==> src/rtl/lcd_capture.sv <==
// Gameboy LCD stream capture: syncs the pixel stream, packs 2bpp pixels four per byte,
// queues {addr,data} in a small FIFO for a valid/ready framebuffer port. Optional CRC: LCD_CAPTURE_CRC_EN.
module lcd_capture #(
  parameter int WIDTH      = 160,
  parameter int HEIGHT     = 144,
  parameter int FIFO_DEPTH = 4,
  parameter int AW         = 13
) (
  input  logic          clock,
  input  logic          reset,
  input  logic [1:0]    pixel_data,
  input  logic          pixel_clock,
  input  logic          pixel_latch,
  input  logic          vsync,
  output logic [AW-1:0] fb_addr,
  output logic [7:0]    fb_data,
  output logic          fb_we,
  input  logic          fb_ready,
  input  logic          clear_status,
  output logic          frame_done,
  output logic          overflow,
  output logic          line_err,
  output logic          busy,
  output logic [15:0]   frame_crc
);

  localparam int CW = $clog2(WIDTH + 1);
  localparam int RW = $clog2(HEIGHT + 1);
  localparam int PW = $clog2(FIFO_DEPTH);
  localparam int NW = $clog2(FIFO_DEPTH + 1);
  localparam logic [CW-1:0] COL_MAX    = CW'(WIDTH);
  localparam logic [RW-1:0] ROW_LAST   = RW'(HEIGHT - 1);
  localparam logic [AW-1:0] LINE_BYTES = AW'(WIDTH / 4);
  localparam logic [NW-1:0] FIFO_FULL  = NW'(FIFO_DEPTH);

  logic          pclk_r, pclk_d_r, plat_r, plat_d_r, vs_r, vs_d_r;
  logic [1:0]    pdata_r;
  logic          pix_edge_s, lat_edge_s, vs_edge_s, frame_end_s;
  logic          active_r, pack_valid_r, frame_done_r;
  logic [CW-1:0] col_r;
  logic [RW-1:0] row_r;
  logic [AW-1:0] byte_addr_r, line_base_r, pack_addr_r;
  logic [5:0]    sh_r;
  logic [7:0]    pack_byte_r;
  logic          overflow_r, line_err_r, busy_r, line_err_set_s;
  logic [AW-1:0] mem_addr_r [FIFO_DEPTH];
  logic [7:0]    mem_data_r [FIFO_DEPTH];
  logic [PW-1:0] wr_ptr_r, rd_ptr_r;
  logic [NW-1:0] count_r;
  logic          push_s, pop_s, full_s, accept_s, drop_s;

  // Single-register sync of the stream plus a delayed copy for edge detection.
  always_ff @(posedge clock or posedge reset) begin
    if (reset) begin
      pclk_r   <= 1'b0; pclk_d_r <= 1'b0;
      plat_r   <= 1'b0; plat_d_r <= 1'b0;
      vs_r     <= 1'b0; vs_d_r   <= 1'b0;
      pdata_r  <= 2'b00;
    end else begin
      pclk_r   <= pixel_clock; pclk_d_r <= pclk_r;
      plat_r   <= pixel_latch; plat_d_r <= plat_r;
      vs_r     <= vsync;       vs_d_r   <= vs_r;
      pdata_r  <= pixel_data;
    end
  end

  assign pix_edge_s  = pclk_r & ~pclk_d_r;
  assign lat_edge_s  = plat_r & ~plat_d_r;
  assign vs_edge_s   = vs_r & ~vs_d_r;
  assign frame_end_s = active_r & ~vs_edge_s & lat_edge_s & (row_r == ROW_LAST);
  // Short lines leave the address at the next line base, so a line never spills into its neighbour.
  assign line_err_set_s = active_r & ~vs_edge_s &
                          ((lat_edge_s & (col_r != COL_MAX)) |
                           (~lat_edge_s & pix_edge_s & (col_r == COL_MAX)));

  // Line/frame tracking and pixel packing; vsync has priority over latch, latch over pixel.
  always_ff @(posedge clock or posedge reset) begin
    if (reset) begin
      active_r     <= 1'b0;
      col_r        <= '0;
      row_r        <= '0;
      byte_addr_r  <= '0;
      line_base_r  <= '0;
      sh_r         <= 6'd0;
      pack_valid_r <= 1'b0;
      pack_byte_r  <= 8'd0;
      pack_addr_r  <= '0;
      frame_done_r <= 1'b0;
    end else begin
      pack_valid_r <= 1'b0;
      frame_done_r <= 1'b0;
      if (vs_edge_s) begin
        active_r    <= 1'b1;
        col_r       <= '0;
        row_r       <= '0;
        byte_addr_r <= '0;
        line_base_r <= '0;
        sh_r        <= 6'd0;
      end else if (active_r && lat_edge_s) begin
        col_r       <= '0;
        sh_r        <= 6'd0;
        line_base_r <= line_base_r + LINE_BYTES;
        byte_addr_r <= line_base_r + LINE_BYTES;
        row_r       <= row_r + RW'(1);
        if (row_r == ROW_LAST) begin
          active_r     <= 1'b0;
          frame_done_r <= 1'b1;
        end
      end else if (active_r && pix_edge_s && (col_r != COL_MAX)) begin
        col_r <= col_r + CW'(1);
        if (col_r[1:0] == 2'd3) begin
          pack_valid_r <= 1'b1;
          pack_byte_r  <= {sh_r, pdata_r};
          pack_addr_r  <= byte_addr_r;
          byte_addr_r  <= byte_addr_r + AW'(1);
        end else begin
          sh_r <= {sh_r[3:0], pdata_r};
        end
      end
    end
  end

  assign push_s   = pack_valid_r;
  assign pop_s    = (count_r != '0) & fb_ready;
  assign full_s   = (count_r == FIFO_FULL);
  assign accept_s = push_s & (~full_s | pop_s);
  assign drop_s   = push_s & full_s & ~pop_s;

  // Write FIFO; a full FIFO still accepts when the head leaves in the same cycle.
  always_ff @(posedge clock or posedge reset) begin
    if (reset) begin
      wr_ptr_r <= '0;
      rd_ptr_r <= '0;
      count_r  <= '0;
      for (int i = 0; i < FIFO_DEPTH; i++) begin
        mem_addr_r[i] <= '0;
        mem_data_r[i] <= 8'd0;
      end
    end else begin
      if (accept_s) begin
        mem_addr_r[wr_ptr_r] <= pack_addr_r;
        mem_data_r[wr_ptr_r] <= pack_byte_r;
        wr_ptr_r             <= wr_ptr_r + PW'(1);
      end
      if (pop_s) begin
        rd_ptr_r <= rd_ptr_r + PW'(1);
      end
      case ({accept_s, pop_s})
        2'b10:   count_r <= count_r + NW'(1);
        2'b01:   count_r <= count_r - NW'(1);
        default: count_r <= count_r;
      endcase
    end
  end

  assign fb_we   = (count_r != '0);
  assign fb_addr = mem_addr_r[rd_ptr_r];
  assign fb_data = mem_data_r[rd_ptr_r];

  // Sticky status flags (a new event beats clear_status) and the busy window.
  always_ff @(posedge clock or posedge reset) begin
    if (reset) begin
      overflow_r <= 1'b0;
      line_err_r <= 1'b0;
      busy_r     <= 1'b0;
    end else begin
      if (drop_s)            overflow_r <= 1'b1;
      else if (clear_status) overflow_r <= 1'b0;
      if (line_err_set_s)    line_err_r <= 1'b1;
      else if (clear_status) line_err_r <= 1'b0;
      if (vs_edge_s)                                          busy_r <= 1'b1;
      else if (!active_r && count_r == '0 && !pack_valid_r)   busy_r <= 1'b0;
    end
  end

  assign frame_done = frame_done_r;
  assign overflow   = overflow_r;
  assign line_err   = line_err_r;
  assign busy       = busy_r;

`ifdef LCD_CAPTURE_CRC_EN
  logic [15:0] crc_r, frame_crc_r, crc_next_s;

  function automatic logic [15:0] crc16_byte(input logic [15:0] crc, input logic [7:0] data);
    logic [15:0] c;
    logic        fb;
    c = crc;
    for (int b = 7; b >= 0; b--) begin
      fb = c[15] ^ data[b];
      c  = {c[14:0], 1'b0} ^ (fb ? 16'h1021 : 16'h0000);
    end
    return c;
  endfunction

  assign crc_next_s = pack_valid_r ? crc16_byte(crc_r, pack_byte_r) : crc_r;

  // Running CRC covers every packed byte, dropped ones included.
  always_ff @(posedge clock or posedge reset) begin
    if (reset) begin
      crc_r       <= 16'hFFFF;
      frame_crc_r <= 16'h0000;
    end else begin
      if (vs_edge_s) crc_r <= 16'hFFFF;
      else           crc_r <= crc_next_s;
      if (frame_end_s) frame_crc_r <= crc_next_s;
    end
  end

  assign frame_crc = frame_crc_r;
`else
  assign frame_crc = 16'h0000;
`endif

endmodule

==> config.mk <==
export PLATFORM = sky130hd
export DESIGN_NAME = lcd_capture
export DESIGN_NICKNAME = d
export VERILOG_FILES = /design/src/rtl/lcd_capture.sv
export SDC_FILE = /design/constraint.sdc
export NUM_CORES = 1
export LEC_CHECK = 0
export CAP_MARGIN = 20
export CORE_MARGIN = 2
export CORE_UTILIZATION = 60
export CTS_BUF_LIST = sky130_fd_sc_hd__clkbuf_8
export CTS_CLUSTER_SIZE = 16
export DETAILED_ROUTE_END_ITERATION = 12
export DONT_BUFFER_PORTS = 1
export GPL_TIMING_DRIVEN = 0
export HOLD_SLACK_MARGIN = 0.02
export PLACE_DENSITY = 0.73
export SYNTH_ARGS = -nofsm -noshare
export SYNTH_HDL_FRONTEND = slang
export SYNTH_SLANG_ARGS = --single-unit
==> constraint.sdc <==
create_clock -name clock -period 6.1 [get_ports clock]
set_input_delay 0.915 -clock clock [delete_from_list [all_inputs] [get_ports clock]]
set_output_delay 0.915 -clock clock [all_outputs]
set_load 0.1 [all_outputs]
==> impl_metrics.json <==
{
  "syn_area_per_cell_um2": 13.0,
  "cts_tree": "built",
  "drv_cap": 0,
  "ys_async_sr_fraction_pct": 100,
  "ys_warn_count": 0,
  "synthMuxAreaShare_pct": 22.2,
  "multiInputGateArea_um2": 3250,
  "cp_max_fo": 10,
  "vias": 4627,
  "layout-drive-gt1-share_pct": 29.5,
  "worst_path_max_delay_cell": "mux4_2",
  "yosysUniqueCellTypes": 56,
  "seq_power_share_pct": 49.1,
  "slowest_delay_ns": 0.65,
  "grtUsageTotal_pct": 22.4,
  "fin_crit_sh_pct": 58.9,
  "yosys.area_share.simple_pct": 8.38,
  "final-seq-area_um2": 4280,
  "r2r_start": "count_r[2]",
  "crit_arrival_ns": 2.68,
  "gr-total-overflow": 0,
  "clkPwrFrac_pct": 34.1,
  "power.leakage_nw": 4.08,
  "post_cts_buffers": 0,
  "final_common_cell": "dfrtp_1",
  "cts_sinks": 171,
  "clock_path_buffers": 2,
  "startpoint_type": "register",
  "slew_violations": 0,
  "relSlewSlack_pct": 31.4,
  "io_pins": 51,
  "wl_met2_um": 7200,
  "fp.dieArea_um2": 13900,
  "firstDrtPassIters": 5,
  "io_buffer_count": 0,
  "grt_max_degree": 128,
  "vias_per_cell": 5.65,
  "crit_type": "register to primary output",
  "end_kind": "primary output",
  "antenna_cells": 0,
  "irDropWorstVdd_mv": 0.243,
  "grt_setup_unrepaired": "no",
  "die_h_um": 118,
  "ys_seq_elements": 171,
  "synth_edf_count": 0,
  "power.density_nw_per_um2": 297,
  "layout_common_cells": "dfrtp_1, mux2_2, nor2_1",
  "antenna_found_initial": 0,
  "dp_hpwl_um": 10000,
  "reg2reg_slack_ns": 3.14,
  "cts_buffers": 17,
  "dr_wl_met3_um": 440,
  "synth_top_area_share_pct": 55.1,
  "setup_tns_ns": 0,
  "fp.dieW_um": 118,
  "synth_top_family_by_area": "multiplexers",
  "hold_viol": 0,
  "drc": 0,
  "grt_pass1_wl_um": 24300,
  "synth_ff_type": "dfrtp_1",
  "grt_pass1_vias": 4737,
  "wl_per_cell_um": 17.5,
  "fin_crit_ns": 3.59,
  "hold_buffers": 0,
  "r2r_end": "count_r[1]",
  "dp_slack_ns": 2.94,
  "nNetsFinal": 653,
  "combPwrFrac_pct": 16.8,
  "wl_met1_um": 6540,
  "core_um2": 12600,
  "drt-total-wl_um": 14300,
  "finalWorstSetupSlack_ns": 2.51,
  "status": "complete, no violations",
  "start_util_pct": 61.5,
  "switchingPower_uw": 730,
  "hp-class": "primary input to asynchronous set/reset pin",
  "internal_power_mw": 1.80,
  "dr.first_iter.drc_count": 234,
  "drtAntennaViolNets": 0,
  "clockRootBuffer": "clkbuf_8",
  "gp_congestion": 0.882,
  "finalSetupViolCount": 0,
  "fmax_mhz": 278,
  "clk_latency_ns": 0.46,
  "synth-compound-area-share_pct": 4.88,
  "worst_slew_pin_slew_ns": 1.03,
  "postSynthCellCount": 599,
  "swShare_pct": 28.8,
  "worstPathCellList": "clkbuf_1 > buf_2 > mux4_2",
  "htree_levels": 4,
  "cp.required_ns": 5.18,
  "synth.area.top_cells": "dfrtp_1, mux2_2, mux4_2, xnor2_1, nor2_1",
  "cts.clk_slew.worst_paths_ns": 0.08,
  "yosysSeqAreaShare_pct": 55.1,
  "synthToLayoutAreaGrowth_pct": 9.74,
  "syn_area_um2": 7760,
  "synthXorXnorAreaFrac_pct": 3.84,
  "synth-adder-area-share_pct": 1.71,
  "dr.max_layer_used": "met4",
  "nFillCells": 994,
  "holdWs_ns": 0.291,
  "ctsResizeCount": 0,
  "placementRows": 41,
  "synth.largest_area_cell": "dfrtp_1",
  "fin_skew_ns": 0.0116,
  "reg2regPathDepth": 8
}
==> how the worst max path moves through the flow <==
stage | startpoint | endpoint | slack (ns)
4_1_cts | rd_ptr_r[1] | fb_data[5] | 2.43
6_report | rd_ptr_r[1] | fb_data[5] | 2.51
2_1_floorplan | reset | active_r | 0.55
3_3_place_gp | reset | mem_addr_r[46] | -0.97
3_5_place_dp | rd_ptr_r[1] | fb_data[5] | 2.94
5_1_grt | rd_ptr_r[1] | fb_data[5] | 2.34
==> layout make-up <==
type / count / area share (%)
clock inverters: 9 / 1.56
plain buffers: 44 / 2.95
inverters: 11 / 0.573
repair buffers: 1 / 0.323
clock buffers: 23 / 3.72
multi-input cells: 388 / 38.1
flip-flops and latches: 171 / 50.2
well taps: 172 / 2.53
==> critical path, delay by kind of cell (launching register included) <==
kind,cells,cell delay (ns)
buf+inv,2,1.08
mux,1,0.65
flops,1,0.48
==> power by group through the flow <==
stage	combinational (mW)	clock (mW)	sequential (mW)
6_report	0.425	0.863	1.24
5_1_grt	0.464	0.935	1.25
4_1_cts	0.431	0.884	1.24
3_5_place_dp	0.430	0	1.27
3_3_place_gp	0.415	0	1.26
2_1_floorplan	0.351	0	1.25
==> kinds of logic (layout without fill, tap and decap cells) <==
group / count (synthesis) / count (layout)
compound gates: 60 / 60
xor+xnor: 34 / 34
fa+ha+maj: 10 / 10
buf+inv: 55 / 88
flops: 171 / 171
mux: 133 / 133
other cells: 1 / 16
simple gates: 135 / 135
==> Yosys cell counts (all sizes together), types with 4 or more instances <==
library cell  count
or3               6
dfrtp           171
nor3              8
clkbuf           13
buf              31
nand2            36
nand4             7
and3              4
xnor2            21
mux4             21
ha                9
nor2             43
mux2i             7
nand3            10
a21oi            19
mux2            105
o21ai            19
xor2             13
inv              11
nor4              4
==> metal layers <==
layer  track usage (%)  up-vias
li1                  -     2168
met1              30.1     2374
met2              36.3       70
met3              5.18       15
met4              7.61        0
met5                 0        -
==> state kept, by name, summed over array words and instances (netlist names), 2 cells and up <==
signal and count:
col_r 8, line_base_r 10, row_r 8, sh_r 6, pack_byte_r 8, byte_addr_r 13
wr_ptr_r 2, pack_addr_r 13, rd_ptr_r 2, mem_data_r 32, mem_addr_r 52, pdata_r 2
count_r 3
==> metrics by stage <==
stage	cell area (um2)	cells	total power [mW]	utilization, %
5_1_grt	8520	819	2.65	67.5
2_1_floorplan	7820	614	1.60	-
6_report	8520	819	2.53	67.5
4_1_cts	8520	819	2.56	67.5
3_5_place_dp	8070	787	1.70	63.9
3_3_place_gp	8030	786	1.68	63.7
(Power assumes the default switching activity.)
